`src/rtl/battleship_pkg.sv`:
```
// battleship_pkg: shared states, board geometry and cell helpers for the battleship boards
package battleship_pkg;
  typedef enum logic [2:0] {PC_PLACE, PLAYER_PLACE, PLAYER_TURN, PC_TURN, WIN, LOSE} state_t;
  localparam int GRID = 5;
  localparam int CELL_W = 2;
  localparam int SHOT_OFS = 0;
  localparam int BOAT_OFS = 1;
  localparam int BOARD_W = GRID * GRID * CELL_W;
  function automatic logic [5:0] cell_idx(input logic [2:0] row, input logic [2:0] col);
    return 6'(row) * 6'(GRID * CELL_W) + 6'(col) * 6'(CELL_W);
  endfunction
  function automatic logic [BOARD_W-1:0] boat_mask(input logic [2:0] row, input logic [2:0] col,
                                                   input logic [2:0] len);
    logic [BOARD_W-1:0] m;
    logic [3:0] c;
    m = '0;
    for (int i = 0; i < GRID; i++) begin
      c = {1'b0, col} + 4'(i);
      if (4'(i) < {1'b0, len} && c < 4'(GRID)) m[cell_idx(row, c[2:0]) + 6'(BOAT_OFS)] = 1'b1;
    end
    return m;
  endfunction
endpackage

```
`src/rtl/lfsr_aleatorio.sv`:
```
// lfsr_aleatorio: 8-bit Fibonacci LFSR (taps 8,6,5,4) used as the PC random source
module lfsr_aleatorio #(
  parameter logic [7:0] SEED = 8'hA5
) (
  input  logic       clk,
  input  logic       rst,
  output logic [7:0] o_state
);
  logic [7:0] r_q;
  // shift left, feeding back the XOR of taps 8,6,5,4
  always_ff @(posedge clk)
    if (rst) r_q <= SEED;
    else r_q <= {r_q[6:0], r_q[7] ^ r_q[5] ^ r_q[4] ^ r_q[3]};
  assign o_state = r_q;
endmodule

```
`src/rtl/controlador_tablero.sv`:
```
// controlador_tablero: battleship game-state writer for player and PC 5x5 boards
module controlador_tablero
  import battleship_pkg::*;
#(
  parameter logic [7:0]  LFSR_SEED = 8'hA5,
  parameter logic [31:0] PC_DELAY  = 32'd25_000_000
) (
  input  logic                clk,
  input  logic                rst,
  input  logic                restart,
  input  logic [2:0]          num_boats,
  input  logic                btn_up,
  input  logic                btn_down,
  input  logic                btn_left,
  input  logic                btn_right,
  input  logic                btn_fire,
  output logic [BOARD_W-1:0]  array_player,
  output logic [BOARD_W-1:0]  array_pc,
  output logic [4:0]          select_row,
  output logic [4:0]          select_col,
  output logic [4:0]          boat_row,
  output logic [4:0]          boat_col,
  output logic [2:0]          amount_boats,
  output logic                win,
  output logic                lose
);
  state_t r_state, w_state;
  logic [BOARD_W-1:0] r_player, w_player, r_pc, w_pc, w_pc_mask, w_pl_mask;
  logic [2:0] r_n, w_n, w_n_in, r_len, w_len, r_amount, w_amount;
  logic [2:0] r_sel_row, w_sel_row, r_sel_col, w_sel_col;
  logic [2:0] r_boat_row, w_boat_row, r_boat_col, w_boat_col;
  logic [2:0] w_rnd_row, w_place_col, w_shot_col, w_max_col, w_next_max;
  logic [3:0] r_pc_hits, w_pc_hits, r_player_hits, w_player_hits, w_total, w_pc_inc, w_pl_inc;
  logic [5:0] w_prod, w_sel_idx, w_shot_idx;
  logic [31:0] r_cnt, w_cnt;
  logic r_win, w_win, r_lose, w_lose;
  logic [7:0] w_lfsr;

  lfsr_aleatorio #(.SEED(LFSR_SEED)) u_lfsr (.clk(clk), .rst(rst), .o_state(w_lfsr));

  assign w_n_in      = num_boats == 3'd0 ? 3'd1 : (num_boats > 3'd5 ? 3'd5 : num_boats);
  assign w_prod      = {3'b0, r_n} * ({3'b0, r_n} + 6'd1);
  assign w_total     = 4'(w_prod >> 1);
  assign w_rnd_row   = 3'(w_lfsr % 8'd5);
  assign w_place_col = 3'(w_lfsr[7:4] % (4'd6 - {1'b0, r_len}));
  assign w_shot_col  = 3'(w_lfsr[7:4] % 4'd5);
  assign w_max_col   = 3'd5 - r_len;
  assign w_next_max  = 3'd4 - r_len;
  assign w_pc_mask   = boat_mask(w_rnd_row, w_place_col, r_len);
  assign w_pl_mask   = boat_mask(r_boat_row, r_boat_col, r_len);
  assign w_sel_idx   = cell_idx(r_sel_row, r_sel_col);
  assign w_shot_idx  = cell_idx(w_rnd_row, w_shot_col);
  assign w_pc_inc    = r_pc_hits + 4'(r_pc[w_sel_idx + 6'(BOAT_OFS)]);
  assign w_pl_inc    = r_player_hits + 4'(r_player[w_shot_idx + 6'(BOAT_OFS)]);

  // next state and board/cursor updates; at most one action per cycle, fire > up > down > left > right
  always_comb begin
    w_state       = r_state;
    w_n           = r_n;
    w_len         = r_len;
    w_amount      = r_amount;
    w_player      = r_player;
    w_pc          = r_pc;
    w_sel_row     = r_sel_row;
    w_sel_col     = r_sel_col;
    w_boat_row    = r_boat_row;
    w_boat_col    = r_boat_col;
    w_pc_hits     = r_pc_hits;
    w_player_hits = r_player_hits;
    w_cnt         = r_cnt;
    w_win         = r_win;
    w_lose        = r_lose;
    if (restart) begin
      w_state       = PC_PLACE;
      w_n           = w_n_in;
      w_len         = 3'd1;
      w_amount      = '0;
      w_player      = '0;
      w_pc          = '0;
      w_sel_row     = '0;
      w_sel_col     = '0;
      w_boat_row    = '0;
      w_boat_col    = '0;
      w_pc_hits     = '0;
      w_player_hits = '0;
      w_cnt         = '0;
      w_win         = 1'b0;
      w_lose        = 1'b0;
    end else begin
      case (r_state)
        PC_PLACE: begin
          if (~|(w_pc_mask & r_pc)) begin
            w_pc  = r_pc | w_pc_mask;
            w_len = r_len == r_n ? 3'd1 : r_len + 3'd1;
            if (r_len == r_n) begin
              w_state    = PLAYER_PLACE;
              w_amount   = 3'd1;
              w_boat_row = '0;
              w_boat_col = '0;
            end
          end
        end
        PLAYER_PLACE: begin
          if (btn_fire) begin
            if (~|(w_pl_mask & r_player)) begin
              w_player = r_player | w_pl_mask;
              if (r_len == r_n) begin
                w_state   = PLAYER_TURN;
                w_amount  = '0;
                w_sel_row = '0;
                w_sel_col = '0;
              end else begin
                w_len      = r_len + 3'd1;
                w_amount   = r_len + 3'd1;
                w_boat_col = r_boat_col > w_next_max ? w_next_max : r_boat_col;
              end
            end
          end
          else if (btn_up)    w_boat_row = r_boat_row == 3'd0 ? 3'd0 : r_boat_row - 3'd1;
          else if (btn_down)  w_boat_row = r_boat_row == 3'd4 ? 3'd4 : r_boat_row + 3'd1;
          else if (btn_left)  w_boat_col = r_boat_col == 3'd0 ? 3'd0 : r_boat_col - 3'd1;
          else if (btn_right) w_boat_col = r_boat_col >= w_max_col ? w_max_col : r_boat_col + 3'd1;
        end
        PLAYER_TURN: begin
          if (btn_fire) begin
            if (!r_pc[w_sel_idx + 6'(SHOT_OFS)]) begin
              w_pc[w_sel_idx + 6'(SHOT_OFS)] = 1'b1;
              w_pc_hits = w_pc_inc;
              w_state   = w_pc_inc == w_total ? WIN : PC_TURN;
              w_win     = w_pc_inc == w_total;
              w_cnt     = '0;
            end
          end
          else if (btn_up)    w_sel_row = r_sel_row == 3'd0 ? 3'd0 : r_sel_row - 3'd1;
          else if (btn_down)  w_sel_row = r_sel_row == 3'd4 ? 3'd4 : r_sel_row + 3'd1;
          else if (btn_left)  w_sel_col = r_sel_col == 3'd0 ? 3'd0 : r_sel_col - 3'd1;
          else if (btn_right) w_sel_col = r_sel_col == 3'd4 ? 3'd4 : r_sel_col + 3'd1;
        end
        PC_TURN: begin
          if (r_cnt < PC_DELAY) w_cnt = r_cnt + 32'd1;
          else if (!r_player[w_shot_idx + 6'(SHOT_OFS)]) begin
            w_player[w_shot_idx + 6'(SHOT_OFS)] = 1'b1;
            w_player_hits = w_pl_inc;
            w_state       = w_pl_inc == w_total ? LOSE : PLAYER_TURN;
            w_lose        = w_pl_inc == w_total;
          end
        end
        default: ;
      endcase
    end
  end

  // state and datapath registers with synchronous reset
  always_ff @(posedge clk) begin
    if (rst) begin
      r_state       <= PC_PLACE;
      r_n           <= w_n_in;
      r_len         <= 3'd1;
      r_amount      <= '0;
      r_player      <= '0;
      r_pc          <= '0;
      r_sel_row     <= '0;
      r_sel_col     <= '0;
      r_boat_row    <= '0;
      r_boat_col    <= '0;
      r_pc_hits     <= '0;
      r_player_hits <= '0;
      r_cnt         <= '0;
      r_win         <= 1'b0;
      r_lose        <= 1'b0;
    end else begin
      r_state       <= w_state;
      r_n           <= w_n;
      r_len         <= w_len;
      r_amount      <= w_amount;
      r_player      <= w_player;
      r_pc          <= w_pc;
      r_sel_row     <= w_sel_row;
      r_sel_col     <= w_sel_col;
      r_boat_row    <= w_boat_row;
      r_boat_col    <= w_boat_col;
      r_pc_hits     <= w_pc_hits;
      r_player_hits <= w_player_hits;
      r_cnt         <= w_cnt;
      r_win         <= w_win;
      r_lose        <= w_lose;
    end
  end

  assign array_player = r_player;
  assign array_pc     = r_pc;
  assign select_row   = {2'b0, r_sel_row};
  assign select_col   = {2'b0, r_sel_col};
  assign boat_row     = {2'b0, r_boat_row};
  assign boat_col     = {2'b0, r_boat_col};
  assign amount_boats = r_amount;
  assign win          = r_win;
  assign lose         = r_lose;
endmodule

```
`config.mk`:
```
export PLATFORM = sky130hd
export DESIGN_NAME = controlador_tablero
export DESIGN_NICKNAME = d
export VERILOG_FILES = /design/src/rtl/battleship_pkg.sv /design/src/rtl/lfsr_aleatorio.sv /design/src/rtl/controlador_tablero.sv
export SDC_FILE = /design/constraint.sdc
export NUM_CORES = 1
export LEC_CHECK = 0
export ABC_CLOCK_PERIOD_IN_PS = 15000
export BUFFER_PORTS_ARGS = -buffer_cell sky130_fd_sc_hd__clkbuf_2
export CELL_PAD_IN_SITES_DETAIL_PLACEMENT = 0
export CELL_PAD_IN_SITES_GLOBAL_PLACEMENT = 1
export CORE_MARGIN = 4
export CORE_UTILIZATION = 30
export CTS_CLUSTER_DIAMETER = 200
export CTS_CLUSTER_SIZE = 16
export DETAILED_ROUTE_END_ITERATION = 10
export PLACE_DENSITY = 0.59
export SYNTH_ARGS = -nofsm -noshare
export SYNTH_HDL_FRONTEND = slang
export SYNTH_HIERARCHICAL = 1
export SYNTH_SLANG_ARGS = --single-unit
export TNS_END_PERCENT = 10
```
`constraint.sdc`:
```
create_clock -name clk -period 15 [get_ports clk]
set_input_delay 3 -clock clk [delete_from_list [all_inputs] [get_ports clk]]
set_output_delay 3 -clock clk [all_outputs]
set_load 0.05 [all_outputs]
```
# Word-level counts from Yosys, hierarchy flattened
# Index checks and enable logic that the tools add are counted.
# classes
n_addsub,48
multipliers,4
n_div,3
order_cmp,45
eq_ne,33
mux,116
bitwise,20
n_reduce_logical,50
# op_table
op,count
50-bit 2-to-1 mux,17
50-bit bitwise OR,12
50-bit one-hot mux with 2 select lines,2
3-bit 2-to-1 mux,54
50-bit bitwise AND,2
50-bit OR reduction,2
6-bit by 7-bit < comparator with 1-bit output (second input constant),14
32-bit 2-to-1 mux,3
6-bit by 1-bit adder with 6-bit output (second input constant),12
6-bit by 4-bit adder with 6-bit output,12
1-bit demux with 6-bit select,12
6-bit by 1-bit greater-or-equal comparator with 1-bit output (second input constant),12
32-bit one-hot mux with 2 select lines,1
3-bit one-hot mux with 2 select lines,6
32-bit by 1-bit adder with 32-bit output (second input constant),1
32-bit by 25-bit < comparator with 1-bit output (second input constant),1
4-bit by 3-bit < comparator with 1-bit output (second input constant),8
2-bit inequality test (second input constant),15
1-bit binary-select mux with 6-bit select,4
3-bit inequality test (second input constant),8
1-bit logical AND,22
5-bit AND reduction,4
3-bit logical NOT,6
3-bit by 2-bit adder with 4-bit output (second input constant),4
other kinds (38),85
# totals
reg_bits,174
in_bits,11

# Logic depth before layout (Yosys ltp)
# Gate-level depths: netlist of the first run.
# depth
ltp_word,21
mapped_depth,39

# By module
# Netlist of the first run, hierarchy kept.
# by_module_without_submodules
module,n_inst,cells_per_inst,area_each_um2,seq_area_each_um2
controlador_tablero,1,1940,15155.8,3353.2
lfsr_aleatorio,1,19,236.5,160.2

# Worst setup path after synthesis of the first run
# Ideal clock, no wire load.
# synth_timing
path_type,reg2reg
from,register r_len[0]
to,"register r_amount[1], in the netlist amount_boats[1]"
t_arrival_ns,8.671
required_ns,14.876
slack_ns,6.205
stages_incl_launch_ff,35
period_less_slack_ns,8.795
cell_sequence,dfxtp_1 > ha_1 > xor2_1 > and2_1 > clkbuf_1 > a31oi_1 > a31oi_1 > ha_1 > or4b_2 > nand2_1 > a21oi_1 > ha_1 > o21a_1 > o21ai_0 > o21ai_0 > fa_1 > a21o_1 > a21o_1 > a21oi_1 > nor2_1 > a21oi_1 > inv_1 > ha_1 > clkbuf_1 > nand2_1 > or3_1 > nand4_1 > mux2i_1 > mux2i_1 > o22ai_1 > or3_1 > a22o_1 > or4_1 > nor4_4 > o21ai_1
# synth_between
elab_chain_len,21
elab_cells_between_ends,93
classes_between,16 x add/sub; 1 x div; 20 x order compare; 4 x eq/ne; 24 x mux; 10 x bitwise; 18 x reduce/logical
# synth_rtl
item,line_no,text
start: declaration,controlador_tablero.sv:29,"logic [2:0] r_n, w_n, w_n_in, r_len, w_len, r_amount, w_amount;"
start signal: assignment,controlador_tablero.sv:174,r_len <= w_len;
3-bit by 3-bit subtractor with 4-bit output,controlador_tablero.sv:45,"assign w_place_col = 3'(w_lfsr[7:4] % (4'd6 - {1'b0, r_len}));"
4-bit by 4-bit modulo with 4-bit output,controlador_tablero.sv:45,
3-bit by 1-bit adder with 4-bit output or 6-bit by 4-bit adder with 6-bit output (tied branches),"battleship_pkg.sv:18, battleship_pkg.sv:10",
6-bit by 4-bit adder with 6-bit output or 6-bit by 1-bit adder with 6-bit output (tied branches),"battleship_pkg.sv:10, battleship_pkg.sv:19",
"6-bit by 1-bit adder with 6-bit output, or another cell as far along",battleship_pkg.sv:19,"if (4'(i) < {1'b0, len} && c < 4'(GRID)) m[cell_idx(row, c[2:0]) + 6'(BOAT_OFS)] = 1'b1;"
"6-bit by 7-bit < comparator with 1-bit output (implied by the code), or another cell as far along",battleship_pkg.sv:19,
1-bit logical AND (implied by the code) or 1-bit 2-to-1 mux (tied branches),battleship_pkg.sv:19,
1-bit 2-to-1 mux (implied by the code) or 1-bit demux with 6-bit select (tied branches),battleship_pkg.sv:19,
[5 not listed],n/a,
50-bit bitwise OR (no line),n/a,
50-bit 2-to-1 mux,battleship_pkg.sv:19,
50-bit bitwise OR (no line),n/a,
50-bit 2-to-1 mux,battleship_pkg.sv:19,
50-bit bitwise AND,controlador_tablero.sv:92,if (~|(w_pc_mask & r_pc)) begin
50-bit OR reduction,controlador_tablero.sv:92,
2-bit inequality test (no line),n/a,
5-bit AND reduction (no line),n/a,
end signal: assignment,controlador_tablero.sv:175,r_amount <= w_amount;
end: declaration,controlador_tablero.sv:29,
# Parallel ways exist; a longest one is shown, timed or not. The select of a mux whose other input is x is not followed.
# A chain may end at the register's enable or synchronous reset.

# Final worst setup path of the first run
# layout_timing
from,register r_len[0]
to,register r_len[1]
# layout_between
elab_chain_len,21
elab_cells_between_ends,95
classes_between,16 x add/sub; 1 x div; 20 x order compare; 4 x eq/ne; 26 x mux; 10 x bitwise; 18 x reduce/logical
# layout_rtl
item,line_no
3-bit by 3-bit subtractor with 4-bit output,controlador_tablero.sv:45
4-bit by 4-bit modulo with 4-bit output,controlador_tablero.sv:45
3-bit by 1-bit adder with 4-bit output or 6-bit by 4-bit adder with 6-bit output (tied branches),"battleship_pkg.sv:18, battleship_pkg.sv:10"
6-bit by 4-bit adder with 6-bit output or 6-bit by 1-bit adder with 6-bit output (tied branches),"battleship_pkg.sv:10, battleship_pkg.sv:19"
"6-bit by 1-bit adder with 6-bit output, or another cell as far along",battleship_pkg.sv:19
"6-bit by 7-bit < comparator with 1-bit output (implied by the code), or another cell as far along",battleship_pkg.sv:19
1-bit logical AND (implied by the code) or 1-bit 2-to-1 mux (tied branches),battleship_pkg.sv:19
1-bit 2-to-1 mux (implied by the code) or 1-bit demux with 6-bit select (tied branches),battleship_pkg.sv:19
[5 not listed],n/a
50-bit bitwise OR (no line),n/a
50-bit 2-to-1 mux,battleship_pkg.sv:19
50-bit bitwise OR (no line),n/a
50-bit 2-to-1 mux,battleship_pkg.sv:19
50-bit bitwise AND,controlador_tablero.sv:92
50-bit OR reduction,controlador_tablero.sv:92
2-bit inequality test (no line),n/a
5-bit AND reduction (no line),n/a
# Parallel ways exist; a longest one is shown, timed or not. The select of a mux whose other input is x is not followed.

==> impl_metrics.yaml, run 1 <==
synthesis:
  synth_top_area_cell: "dfxtp_1"
  synth_edf_count: 3
  synthArstFlopShare_pct: 0
  synth_seq_cells: 174
  synth_top_area_share_pct: 22.2
  syn_area_per_cell_um2: 7.86
  ys_seq_area_share_pct: 22.8
  yosysWarnings: 6
  netlist_instances: 1959
  synth_cell_types: 108
  synth_commonest_cells: "257 x nor2_1, 171 x dfxtp_1, 170 x a21oi_1"
  synthTopCellsByArea: "dfxtp_1 22%, ha_1 8.6%, nor2_1 6.3%, a21oi_1 5.5%, mux4_2 3.8%"
  syn-cell-area_mm2: 0.0154
  yosysMostFrequentCell: "nor2_1"
  synth-main-ff-cell: "dfxtp_1"
clocking:
  cts_resized: 0
  cts_tree: "done"
  cts.htree.levels: 4
  clkSinkCount: 174
  cts.reportedPaths.clkPinSlew_ps: 70
  cts-root-buf: "clkbuf_16"
  post_cts_buffers: 0
  hold_buffers: 0
  clk-insertion-delay-late_ps: 490
  cts_max_path_buffers: 2
  cts_inserted_buffers: 17
layout:
  layout-drive-gt1-share_pct: 13.5
  diodes: 0
  seq_area_mm2: 0.00351
  fillers: 5362
  area_growth_pct: 12.1
  multi_input_area_mm2: 0.0112
  nets: 2171
drt:
  via_per_inst: 5.65
  drt_first_iter_violations: 1287
  via_count: 15400
  drt-total-wl_um: 58700
  final_antenna_net_count: 0
  drc: 0
  wire_per_inst_um: 21.5
  dr.pass1.iters: 5
floorplan:
  core_mm2: 0.0505
  std_cell_rows: 82
  die_w_um: 235
  dieArea_mm2: 0.0550
  die_h_um: 235
  start_util_pct: 30.5
  ios: 136
worst_setup_path:
  critPathLaunchType: "flop"
  arrival_ps: 11270
  cp_top_family: "compound AO/OA/AOI/OAI gates"
  critPathMostFrequentCell: "ha_1"
  critPathKind: "flop to flop"
  cp.required_ps: 15360
  cp-end-kind: "flop"
  crit_buf_inv: 2
  crit_path_max_fanout: 25
  critical_path.max_stage_delay_ps: 840
  cp_slowest_cell: "mux2i_1"
sta:
  rsz0062_at_grt: "false"
  skew_ps: 15.0
  tightest_slew_ps: 1040
  setup_violations: 0
  slew_violations: 0
  fmax_mhz: 91.7
  final.setup.tns_ps: 0
  max_slew_margin_pct: 30.4
  finalCritPeriodShare_pct: 72.7
  hold_viol_final: 0
  finalCriticalPeriod_ps: 10910
status:
  status: "complete, no violations"
grt:
  grt_pass1_wl_um: 89200
  grt_max_degree: 73
  grtUsageTotal_pct: 21.0
  grt-ovfl-total: 0
  grt_antenna_before_repair: 3
  grt_pass1_vias: 14800
place:
  gp_congestion: 0.956
  dpl.hpwl_um: 46000
  io_buffer_count: 127
run:
  drv_cap: 0
hold_path:
  hold_class: "flop to flop"
## placed cells by master (no fill, tap or decap), drive strengths merged, types with 31 or more instances in the layout
cell type and instances:
ha 106, a21oi 172, nor2b 36, xor2 41, nor3 56, xnor2 65, nand3 57, mux2i 31
o21ai 104, inv 80, a22o 34, dfxtp 171, clkbuf 147, nor2 259, o21a 33, nand2 134
## registers in the layout, indices dropped and copies added (netlist names)
name,flops
r_pc_hits,4
r_state,3
r_boat_col,3
u_lfsr/o_state,8
win,1
r_sel_row,3
r_n,3
lose,1
r_len,3
r_player_hits,4
r_cnt,32
r_sel_col,3
amount_boats,3
array_pc,50
r_boat_row,3
array_player,50
## metrics by stage
| stage | std cells | hold slack, ps | worst slack (ps) | area [µm²] | util [%] |
|---|---|---|---|---|---|
| 2_1_floorplan | 1966 | 438 | 6200 | 15400 | - |
| 5_1_grt | 2729 | 507 | 3400 | 17300 | 34.2 |
| 3_5_place_dp | 2697 | 468 | 4130 | 16700 | 33.0 |
| 4_1_cts | 2729 | 476 | 4140 | 17300 | 34.2 |
| 3_3_place_gp | 2697 | 466 | 4070 | 16700 | 33.0 |
| 6_report | 2729 | 476 | 4090 | 17300 | 34.2 |
## tightest hold or removal path, stage by stage, from the launching register on
cell and delay (ps):
dfxtp_1 320, nand2_1 60, a21oi_1 50
## final timing paths
check / start / end / slack, ps / cells past startpoint
hold / removal: r_cnt[1] / r_cnt[1] / 480 / 2
hold reg to reg: r_cnt[1] / r_cnt[1] / 480 / 2
setup reg to reg: r_len[0] / r_len[1] / 4090 / 33
setup / recovery: r_len[0] / r_len[1] / 4090 / 33
## layer usage
metal	share of wire (%)	GRT usage, %	routed length [µm]	vias up
met2	46	33.8	26900	475
met1	46	28.2	27100	7449
met3	5.4	4.45	3180	79
met4	2.5	6.48	1480	0
met5	0	0	0	-
li1	-	-	-	7424
## logic make-up after synthesis
kind of cell	count (synthesis)	synth area share, %
other	1	0.0244
xor gates and xnor gates	107	6.28
buffers and inverters	164	4.32
DFF	174	22.8
and+or+nand+nor	741	24.1
adders and majority gates	118	10.0
muxes	64	6.44
AOI/OAI and AO/OA	590	26.0
## final cells by class
type                       instances  area share, %
clock buffer                      20           2.65
clock inverter                    12          0.711
inverter                          76           1.66
multi-input combinational       1628           65.2
sequential                       174           20.4
tap                              672           4.87
timing repair buffer             147           4.55
Power of run 1 is not shown: default switching activity piles up to over one toggle a cycle in this logic, so the estimate is an artifact.
==> run 2, diff against run 1 <==
--- a/config.mk
+++ b/config.mk
@@ -5,7 +5,8 @@
 export SDC_FILE = /design/constraint.sdc
 export NUM_CORES = 1
 export LEC_CHECK = 0
-export ABC_CLOCK_PERIOD_IN_PS = 15000
+export ABC_AREA = 1
+export ABC_CLOCK_PERIOD_IN_PS = 11100
 export BUFFER_PORTS_ARGS = -buffer_cell sky130_fd_sc_hd__clkbuf_2
 export CELL_PAD_IN_SITES_DETAIL_PLACEMENT = 0
 export CELL_PAD_IN_SITES_GLOBAL_PLACEMENT = 1
@@ -14,7 +15,7 @@
 export CTS_CLUSTER_DIAMETER = 200
 export CTS_CLUSTER_SIZE = 16
 export DETAILED_ROUTE_END_ITERATION = 10
-export PLACE_DENSITY = 0.59
+export PLACE_DENSITY = 0.61
 export SYNTH_ARGS = -nofsm -noshare
 export SYNTH_HDL_FRONTEND = slang
 export SYNTH_HIERARCHICAL = 1
==> constraint.sdc (replaced) <==
create_clock -name clk -period 11.1 [get_ports clk]
set_input_delay 2.22 -clock clk [delete_from_list [all_inputs] [get_ports clk]]
set_output_delay 2.22 -clock clk [all_outputs]
set_load 0.05 [all_outputs]
==> impl_metrics.yaml, run 2 <==
floorplan:
  start_util_pct: 30.6
  die_h_um: 232
  std_cell_rows: 81
  dieArea_mm2: 0.0540
  core_mm2: 0.0494
  ios: 136
  die_w_um: 232
layout:
  diodes: 0
  mostFrequentLayoutCell: "nand2_1"
  fin_area_mm2: 0.0170
  nets: 2628
  area_growth_pct: 12.5
  layout-drive-gt1-share_pct: 11.1
  fillers: 5494
  mostFrequentLayoutCells: "476 x nand2_1, 372 x inv_1, 313 x nor2_1"
drt:
  wire_per_inst_um: 17.1
  top_layer: "met4"
  wl_met3_um: 2250
  drc: 0
  drt-total-wl_um: 54500
  wl_met2_um: 25200
  dr.pass1.iters: 5
  drt_first_iter_violations: 1174
  via_count: 15900
  via_per_inst: 5.02
  wirelength_met1_um: 25800
  final_antenna_net_count: 0
synthesis:
  synthTopCellsByArea: "dfxtp_1 23%, nand2_1 12%, inv_1 9.2%, ha_1 8.8%, nor2_1 7.8%"
  yosys.area_share.simple_pct: 35.3
  synth_cell_types: 70
  synth_commonest_cells: "476 x nand2_1, 372 x inv_1, 314 x nor2_1"
  synth_top_family_by_area: "simple AND/OR/NAND/NOR gates"
  yosysMostFrequentCell: "nand2_1"
  synthArstFlopShare_pct: 0
  netlist_instances: 2393
  synth-main-ff-cell: "dfxtp_1"
  synth_seq_cells: 174
  synth_compound_area_share_pct: 16.1
  synth_top_area_cell: "dfxtp_1"
  synth_mux_area_share_pct: 0.0663
  synth_xor_area_share_pct: 2.99
  syn_area_per_cell_um2: 6.31
  synthAdderAreaFrac_pct: 10.1
  ys_seq_area_share_pct: 23.3
  synth_edf_count: 3
  syn-cell-area_mm2: 0.0151
  yosysWarnings: 6
  synth_top_area_share_pct: 22.7
sta:
  slew_violations: 0
  fmax_mhz: 100
  finalCritPeriodShare_pct: 89.9
  finalCriticalPeriod_ps: 9980
  setup_violations: 0
  hold_viol_final: 0
  max_slew_margin_pct: 34.6
  skew_ps: 11.4
  tightest_slew_ps: 977
  rsz0062_at_grt: "false"
  final.setup.tns_ps: 0
worst_setup_path:
  arrival_ps: 10360
  cp.required_ps: 11480
  crit_path_max_fanout: 39
  cp_slowest_cell: "ha_1"
  cp-end-kind: "flop"
  critical_path.max_stage_delay_ps: 700
  critPathKind: "flop to flop"
  critPathMostFrequentCell: "nand2_1"
  critPathLaunchType: "flop"
  reg2reg_slack_ps: 1120
clocking:
  cts.reportedPaths.clkPinSlew_ps: 80
  clkSinkCount: 174
  post_cts_buffers: 0
  hold_buffers: 0
  cts_resized: 0
  cts_inserted_buffers: 17
  cts_tree: "done"
  cts_max_path_buffers: 2
  cts.htree.levels: 4
  cts-root-buf: "clkbuf_16"
  clk-insertion-delay-late_ps: 480
run:
  drv_cap: 0
grt:
  grt_pass1_wl_um: 85100
  grt_pass1_vias: 15200
  grtUsageTotal_pct: 20.0
  grt-ovfl-total: 0
  grt_antenna_before_repair: 0
  grt_max_degree: 62
place:
  dpl.hpwl_um: 43500
  io_buffer_count: 127
  gp_congestion: 0.920
  placed_area_mm2: 0.0164
status:
  status: "complete, no violations"
hold_path:
  hold_class: "flop to flop"
==> run 2: cell types whose count changed after synthesis, moves of 28 or more <==
| cell | delta |
|---|---|
| xnor2_1 | -43 |
| nor2b_1 | -36 |
| inv_1 | +298 |
| nand2_1 | +342 |
| nand3_1 | +110 |
| o21a_1 | -28 |
| nand4_1 | +56 |
| mux2i_1 | -28 |
| clkbuf_1 | -40 |
| a22o_1 | -34 |
| nand2_2 | +29 |
| nor2_1 | +57 |
==> run 2: cells by family after synthesis <==
logic type,after synthesis
AND/OR/NAND/NOR,1183
buffers and inverters,459
AO/OA/AOI/OAI,410
flip-flops,174
adder cells (fa/ha/maj),116
XOR/XNOR,49
other,1
multiplexers,1
==> run 2: cell type report <==
type | instances | area (µm²) | area share (%)
clock buffer | 19 | 453 | 2.67
clock inverter | 12 | 183 | 1.07
inverter | 403 | 1520 | 8.92
multi-input combinational | 1767 | 9780 | 57.6
sequential | 174 | 3510 | 20.7
tap | 664 | 831 | 4.89
timing repair buffer | 138 | 718 | 4.23
==> run 2: worst paths after layout <==
check,start,end,depth (start not counted)
hold / removal,r_cnt[25],r_cnt[25],2
setup / recovery,r_len[0],r_boat_col[2],46
setup reg to reg,r_len[0],r_boat_col[2],46
hold reg to reg,r_cnt[25],r_cnt[25],2
==> run 2: layer usage <==
layer / global-route usage (%) / up-vias
li1: - / 8083
met1: 27.1 / 7438
met2: 32.4 / 346
met3: 3.47 / 74
met4: 6.24 / 0
met5: 0 / -
==> run 2: critical path: cells and delay by family, from the launching register on <==
kind,cells,cell delay (ps)
simple gates,23,3280
fa+ha+maj,6,2490
buf+inv,7,1310
compound gates,10,2190
flops,1,620
==> run 2: per-stage QoR <==
| step | setup slack, ps | hold slack, ps | utilization (%) | std cells |
|---|---|---|---|---|
| floorplan | 3590 | 419 | - | 2400 |
| global route | 116 | 463 | 34.4 | 3177 |
| finish | 1120 | 442 | 34.4 | 3177 |
| global placement | 1080 | 427 | 33.1 | 3146 |
| CTS | 887 | 443 | 34.4 | 3177 |
| detailed placement | 958 | 431 | 33.1 | 3146 |
Power of run 2 is left out for the same reason.
